File: config.mk
export PLATFORM = sky130hd
export DESIGN_NAME = serializer
export DESIGN_NICKNAME = d
export VERILOG_FILES = /design/src/rtl/serializer_pkg.sv /design/src/rtl/serializer.sv
export SDC_FILE = /design/constraint.sdc
export NUM_CORES = 1
export LEC_CHECK = 0
export BUFFER_PORTS_ARGS = -buffer_cell sky130_fd_sc_hd__buf_2
export CAP_MARGIN = 20
export CORE_ASPECT_RATIO = 0.5
export CORE_MARGIN = 5
export CORE_UTILIZATION = 40
export DETAILED_ROUTE_END_ITERATION = 8
export RECOVER_POWER = 25
export SYNTH_ARGS = -nofsm -noshare
export SYNTH_HDL_FRONTEND = slang
export SYNTH_SLANG_ARGS = --single-unit
File: constraint.sdc
create_clock -name clk_i -period 2.4 [get_ports clk_i]
set_clock_uncertainty 0.15 [all_clocks]
set_input_delay 0.36 -clock clk_i [delete_from_list [all_inputs] [get_ports clk_i]]
set_output_delay 0.36 -clock clk_i [all_outputs]
set_load 0.05 [all_outputs]
File: src/rtl/serializer_pkg.sv
// Shared types and constants for the parallel-to-serial converter.
package serializer_pkg;

  typedef enum logic {IDLE, SHIFT} ser_state_t;

  localparam int unsigned MIN_MOD = 3;

endpackage

File: src/rtl/serializer.sv
// Parallel-to-serial converter: shifts out the top N bits of a word MSB-first,
// one bit per clock, each qualified by ser_data_val_o.
module serializer
  import serializer_pkg::*;
#(
  parameter int unsigned DATA_I_W = 16,
  parameter int unsigned MOD_W    = $clog2(DATA_I_W)
) (
  input  logic                clk_i,
  input  logic                srst_i,
  input  logic [DATA_I_W-1:0] data_i,
  input  logic [MOD_W-1:0]    data_mod_i,
  input  logic                data_val_i,
  output logic                ser_data_o,
  output logic                ser_data_val_o,
  output logic                busy_o
);

  localparam int unsigned CNT_W = MOD_W + 1;

  ser_state_t          state_q, state_d;
  logic [DATA_I_W-1:0] shreg_q, shreg_d;
  logic [CNT_W-1:0]    cnt_q, cnt_d;
  logic [CNT_W-1:0]    n_bits;
  logic                accept;
  logic                ser_d, val_d, busy_d;

  // The first bit is loaded straight from data_i so it appears the cycle after
  // acceptance; cnt_q then holds the number of bits still to follow.
  always_comb begin
    state_d = state_q;
    shreg_d = shreg_q;
    cnt_d   = cnt_q;
    ser_d   = 1'b0;
    val_d   = 1'b0;
    busy_d  = 1'b0;

    accept = data_val_i && ((data_mod_i == '0) || (data_mod_i >= MOD_W'(MIN_MOD)));
    n_bits = (data_mod_i == '0) ? CNT_W'(DATA_I_W) : {1'b0, data_mod_i};

    case (state_q)
      IDLE: begin
        if (accept) begin
          state_d = SHIFT;
          ser_d   = data_i[DATA_I_W-1];
          shreg_d = {data_i[DATA_I_W-2:0], 1'b0};
          cnt_d   = n_bits - CNT_W'(1);
          val_d   = 1'b1;
          busy_d  = 1'b1;
        end
      end
      SHIFT: begin
        if (cnt_q == '0) begin
          state_d = IDLE;
          shreg_d = '0;
        end else begin
          ser_d   = shreg_q[DATA_I_W-1];
          shreg_d = {shreg_q[DATA_I_W-2:0], 1'b0};
          cnt_d   = cnt_q - CNT_W'(1);
          val_d   = 1'b1;
          busy_d  = 1'b1;
        end
      end
      default: state_d = IDLE;
    endcase
  end

  always_ff @(posedge clk_i) begin
    if (!srst_i) begin
      state_q        <= IDLE;
      shreg_q        <= '0;
      cnt_q          <= '0;
      ser_data_o     <= 1'b0;
      ser_data_val_o <= 1'b0;
      busy_o         <= 1'b0;
    end else begin
      state_q        <= state_d;
      shreg_q        <= shreg_d;
      cnt_q          <= cnt_d;
      ser_data_o     <= ser_d;
      ser_data_val_o <= val_d;
      busy_o         <= busy_d;
    end
  end

endmodule

After elaboration in Yosys (flattened, before gate mapping)
Index checks and enable logic that the tools add are counted.
{ "classes": {"n_mul": 0, "shifts": 0, "add_sub_neg": 2, "n_reduce_logical": 5, "n_eq_ne": 2, "div_mod_pow": 0, "bitwise_logic": 1, "magnitude_cmp": 1, "n_mux": 13} }
{ "op_table": {"columns": ["op", "n"], "rows": [
  ["16-bit 2-to-1 mux", 2],
  ["16-bit one-hot mux with 2 select lines", 1],
  ["5-bit 2-to-1 mux", 3],
  ["5-bit one-hot mux with 2 select lines", 1],
  ["5-bit by 1-bit subtractor with 5-bit output (second input constant)", 2],
  ["5-bit zero test", 1],
  ["4-bit by 2-bit greater-or-equal comparator with 1-bit output (second input constant)", 1],
  ["4-bit zero test", 1],
  ["1-bit 2-to-1 mux", 4],
  ["2-bit inequality test (second input constant)", 2],
  ["1-bit one-hot mux with 2 select lines", 2],
  ["2-bit AND reduction", 1],
  ["1-bit logical AND", 1],
  ["1-bit logical OR", 1],
  ["1-bit NOT", 1]
]} }
{ "totals": {"output_inout_bits": 3, "latchBits": 0, "romBits": 0, "memories": 0, "ram_bits": 0, "inputBits": 23, "elab_cells": 28, "register_bits": 23} }

Longest topological paths before layout
{ "logic_depth": {"depth_word": 5, "ltp_mapped": 7, "mapped_depth_nobuf": 5} }

Least setup slack after synthesis
No wires, ideal clock.
{ "synth_path": {"path_kind": "reg-to-reg", "from": "reg state_q", "to": "reg cnt_q[2]", "arrival_ns": 2.068, "required_time_ns": 2.130, "synth_period_minus_slack_ns": 2.337, "setup_ns": 0.120, "stages_incl_launch_ff": 8, "setup_slack_ns": 0.063, "path_buffers": 2, "path_cell_list": "dfxtp_1 -> buf_2 -> buf_2 -> mux2i_1 -> ha_1 -> mux2i_1 -> o32ai_1 -> o31a_1"} }
{ "synth_via": {"elab_chain_len": 3, "word_cells_on_any_way": 5, "classes_between": "eq/ne (2); mux (1); bitwise (1); reduce/logical (1)"} }
{ "synth_lines": {"columns": ["item", "line", "rtl"], "rows": [
  ["start, declared", "serializer.sv:21", "ser_state_t state_q, state_d;"],
  ["start signal, assigned", "serializer.sv:77", "state_q <= state_d;"],
  ["1-bit NOT", null, null],
  ["2-bit inequality test (no source line)", null, null],
  ["2-bit AND reduction (no source line)", null, null],
  ["end signal, assigned", "serializer.sv:79", "cnt_q <= cnt_d;"],
  ["end, declared", "serializer.sv:23", "logic [CNT_W-1:0] cnt_q, cnt_d;"]
]} }
Several ways; a longest one is shown, not always the timed one.
A chain may end at the register's enable or synchronous reset.

==> summary.md <==
| Metric | Value |
|---|---|
| Synthesized flop and latch total | `22` |
| Final Max Slew Viols | `0` |
| RSZ-0062 raised after global routing | `no` |
| Hold Path Cell Cnt | `3` |
| Top cell type by total area after synthesis | `dfxtp_1` |
| Drt wl/cell | `13.2 um` |
| Worst path slowest cell | `clkbuf_1` |
| Die X | `86.6 um` |
| Initial Utilization | `43.4%` |
| FMAX | `approximately 0.47 GHz` |
| WP data arrival | `1.61 ns` |
| Initial antenna violation count | `0` |
| Top cell type's share of synthesized area | `37.6%` |
| Vias per cell | `about 5.3` |
| MaxCap Viol Count | `0` |
| Most frequent cells after synthesis | `a21oi_1, dfxtp_1, nor2b_1` |
| CTS clk-pin slew, worst paths | `0.08 ns` |
| Filler Cell Count | `295` |
| Area delta synth->final | `14.1%` |
| Final min period | `roughly 2.1 ns` |
| Int Power | `between 600 and 700 uW` |
| Root Buffer | `clkbuf_8` |
| NetSw | `284 uW` |
| Worst skew pair latency | `0.26 ns` |
| Fraction of registers with async set/reset | `0%` |
| I/O pin cnt | `26` |
| Cell area power density | `696 nW/um^2` |
| Class of the most critical setup path | `register to output port` |
| I/O Buffers | `25` |
| Setup slack after layout | `roughly 0.28 ns` |
| Tightest Pin Transition | `0.602 ns` |
| Switching portion of total power | `30.5%` |
| Hold Vio Cnt, Final | `0` |
| Syn_nets | `166` |
| R2r worst-path depth | `4` |
| Antenna diodes | `0` |
| Register area share after synthesis | `37.6%` |
| Num CTS Buffers | `3` |
| Setup TNS | `0 ns` |
| Flop pwr share | `46.8%` |
| Final ANT Viol Nets | `0` |
| TritonCTS Sinks | `22` |
| Hold crit path type | `input pin to register` |
| Post-synth EDFFs | `0` |
| Worst vdd ir | `426 uV` |
| Nets | `185` |
| Synth cell types | `34` |
| Die Area | `4180 um^2` |
| Vias in the first global route | `~1000` |
| CP Cell Sequence | `buf_4 -> clkbuf_1` |
| Post-Syn Area per Cell | `8.26 um^2` |
| CTS tree | `done` |
| YS warnings | `0` |
| Drt initial violations | `48` |
| Crit-path max FO | `41` |
| Clock tree buffer depth | `2` |
| Startpoint class of the critical path | `register` |
| Pin count of the biggest net entering global routing | `42` |
| Critical Path End Type | `output port` |
| Top-count cell post-synth | `a21oi_1` |
| Crit-path max cell delay | `0.51 ns` |
| Synth area leaders | `dfxtp_1, a21oi_1, o31ai_1, nor2b_1, mux2i_1` |
| Core area | `2700 um^2` |
| Final period util | `88.3%` |
| Synth Flop Type | `dfxtp_1` |
| Cts hold-fix bufs | `0` |
| Detailed Place HPWL | `1770 um` |
| Mapped Area | `1170 um^2` |
| WP data required | `between 1.5 and 2 ns` |
| Logic gate share of total power | `25.3%` |
| Fin util | `49.5%` |
| Leakage | `0.000542 uW` |
| Rel. slew slack | `59.8%` |
| Gpl congestion | `slightly below 0.8` |
| Ratio of cells with drive above 1 in the final layout | `17.5%` |
| Via count | `1051` |
| Final setup vio count | `0` |
| Status | `finished clean` |
| Post-CTS setup buffers | `0` |
| Die Y | `48.3 um` |
| Tot GR Track Use | `roughly an eighth` |
| Pre-CTS setup slack | `0.348 ns` |
| First-pass GRT wire length | `4350 um` |
| DRT Pass-1 Iters | `4` |
| Drt drc | `0` |
| H-tree depth | `1` |
| Synth Instances | `~140` |
| Routed WL | `2600 um` |
| Row count | `13` |
| Grt total ovfl | `0` |
| Cts repair resizes | `0` |
| Clock power frac | `~28%` |
[flip-flops by register name, summed over array words and instances (netlist names)]
register,count
shreg_q,15
cnt_q,5
ser_data_o,1
state_q,1
[worst paths after layout]
path / startpoint / to / slack [ns]
hold reg to reg: cnt_q[4]$_SDFFE_PN0P_ / cnt_q[4]$_SDFFE_PN0P_ / 0.35
hold / removal: data_i[15] / ser_data_o$_SDFF_PN0_ / 0.19
setup reg to reg: state_q$_SDFF_PN0_ / cnt_q[3]$_SDFFE_PN0P_ / 0.33
setup / recovery: state_q$_SDFF_PN0_ / ser_data_val_o / 0.28
[kinds of logic after synthesis]
family	Yosys count	synth area share (%)
xor+xnor	3	2.24
fa+ha+maj	1	1.07
compound gates	60	31.3
simple gates	35	17.0
buf+inv	17	7.47
mux	4	3.42
flops	22	37.6
[critical path, delay by kind of cell, from the launching register on]
kind / cells / cell delay [ns]
buffers and inverters: 2 / 0.92
flip-flops: 1 / 0.43
[per-stage QoR]
step	cell area, um^2	hold WS (ns)	cells	power (uW)
6_report	1340	0.188	197	931
5_1_grt	1340	0.228	197	992
4_1_cts	1340	0.184	197	945
3_5_place_dp	1290	0.342	193	680
3_3_place_gp	1290	0.339	193	679
2_1_floorplan	1170	0.304	142	634
[metal layers]
metal,vias to the layer above,wire [um],global-route usage (%)
li1,551,-,-
met1,479,1250,16.2
met2,19,1170,23.1
met3,2,145,3.88
met4,0,27,5.28
met5,-,0,0
[layout make-up]
cell class / instances / area, um^2 / area share (%)
multi-input combinational: 103 / 644 / 48.2
timing repair buffer: 27 / 136 / 10.2
inverter: 4 / 15.0 / 1.12
clock buffer: 4 / 55.1 / 4.12
tap: 37 / 46.3 / 3.46
sequential: 22 / 440 / 32.9
[power groups by stage]
stage	clock network (uW)	registers, uW	logic, uW
global route	285	442	266
detailed placement	0	444	236
floorplan	0	446	187
finish	260	435	236
CTS	272	435	237
global placement	0	443	236
[cell usage in the layout (no fill, tap or decap), types with 2 or more instances in the layout]
cell type / synthesis / layout
buf_4: 1 / 2
a21oi_1: 29 / 29
o21ai_1: 2 / 2
nor3_1: 2 / 2
dfxtp_1: 22 / 22
clkbuf_1: 5 / 3
o22ai_1: 2 / 2
or2_1: 2 / 2
clkbuf_8: 0 / 4
buf_2: 4 / 22
xnor2_1: 2 / 2
mux2i_1: 4 / 4
o21ai_0: 3 / 3
nor3b_1: 2 / 2
nor2_1: 2 / 2
o21a_1: 4 / 4
inv_1: 4 / 4
nor2b_1: 15 / 15
a211oi_1: 2 / 2
o31ai_1: 14 / 14
nand2_1: 6 / 6
Note: power is estimated with default switching activity, not from simulation.
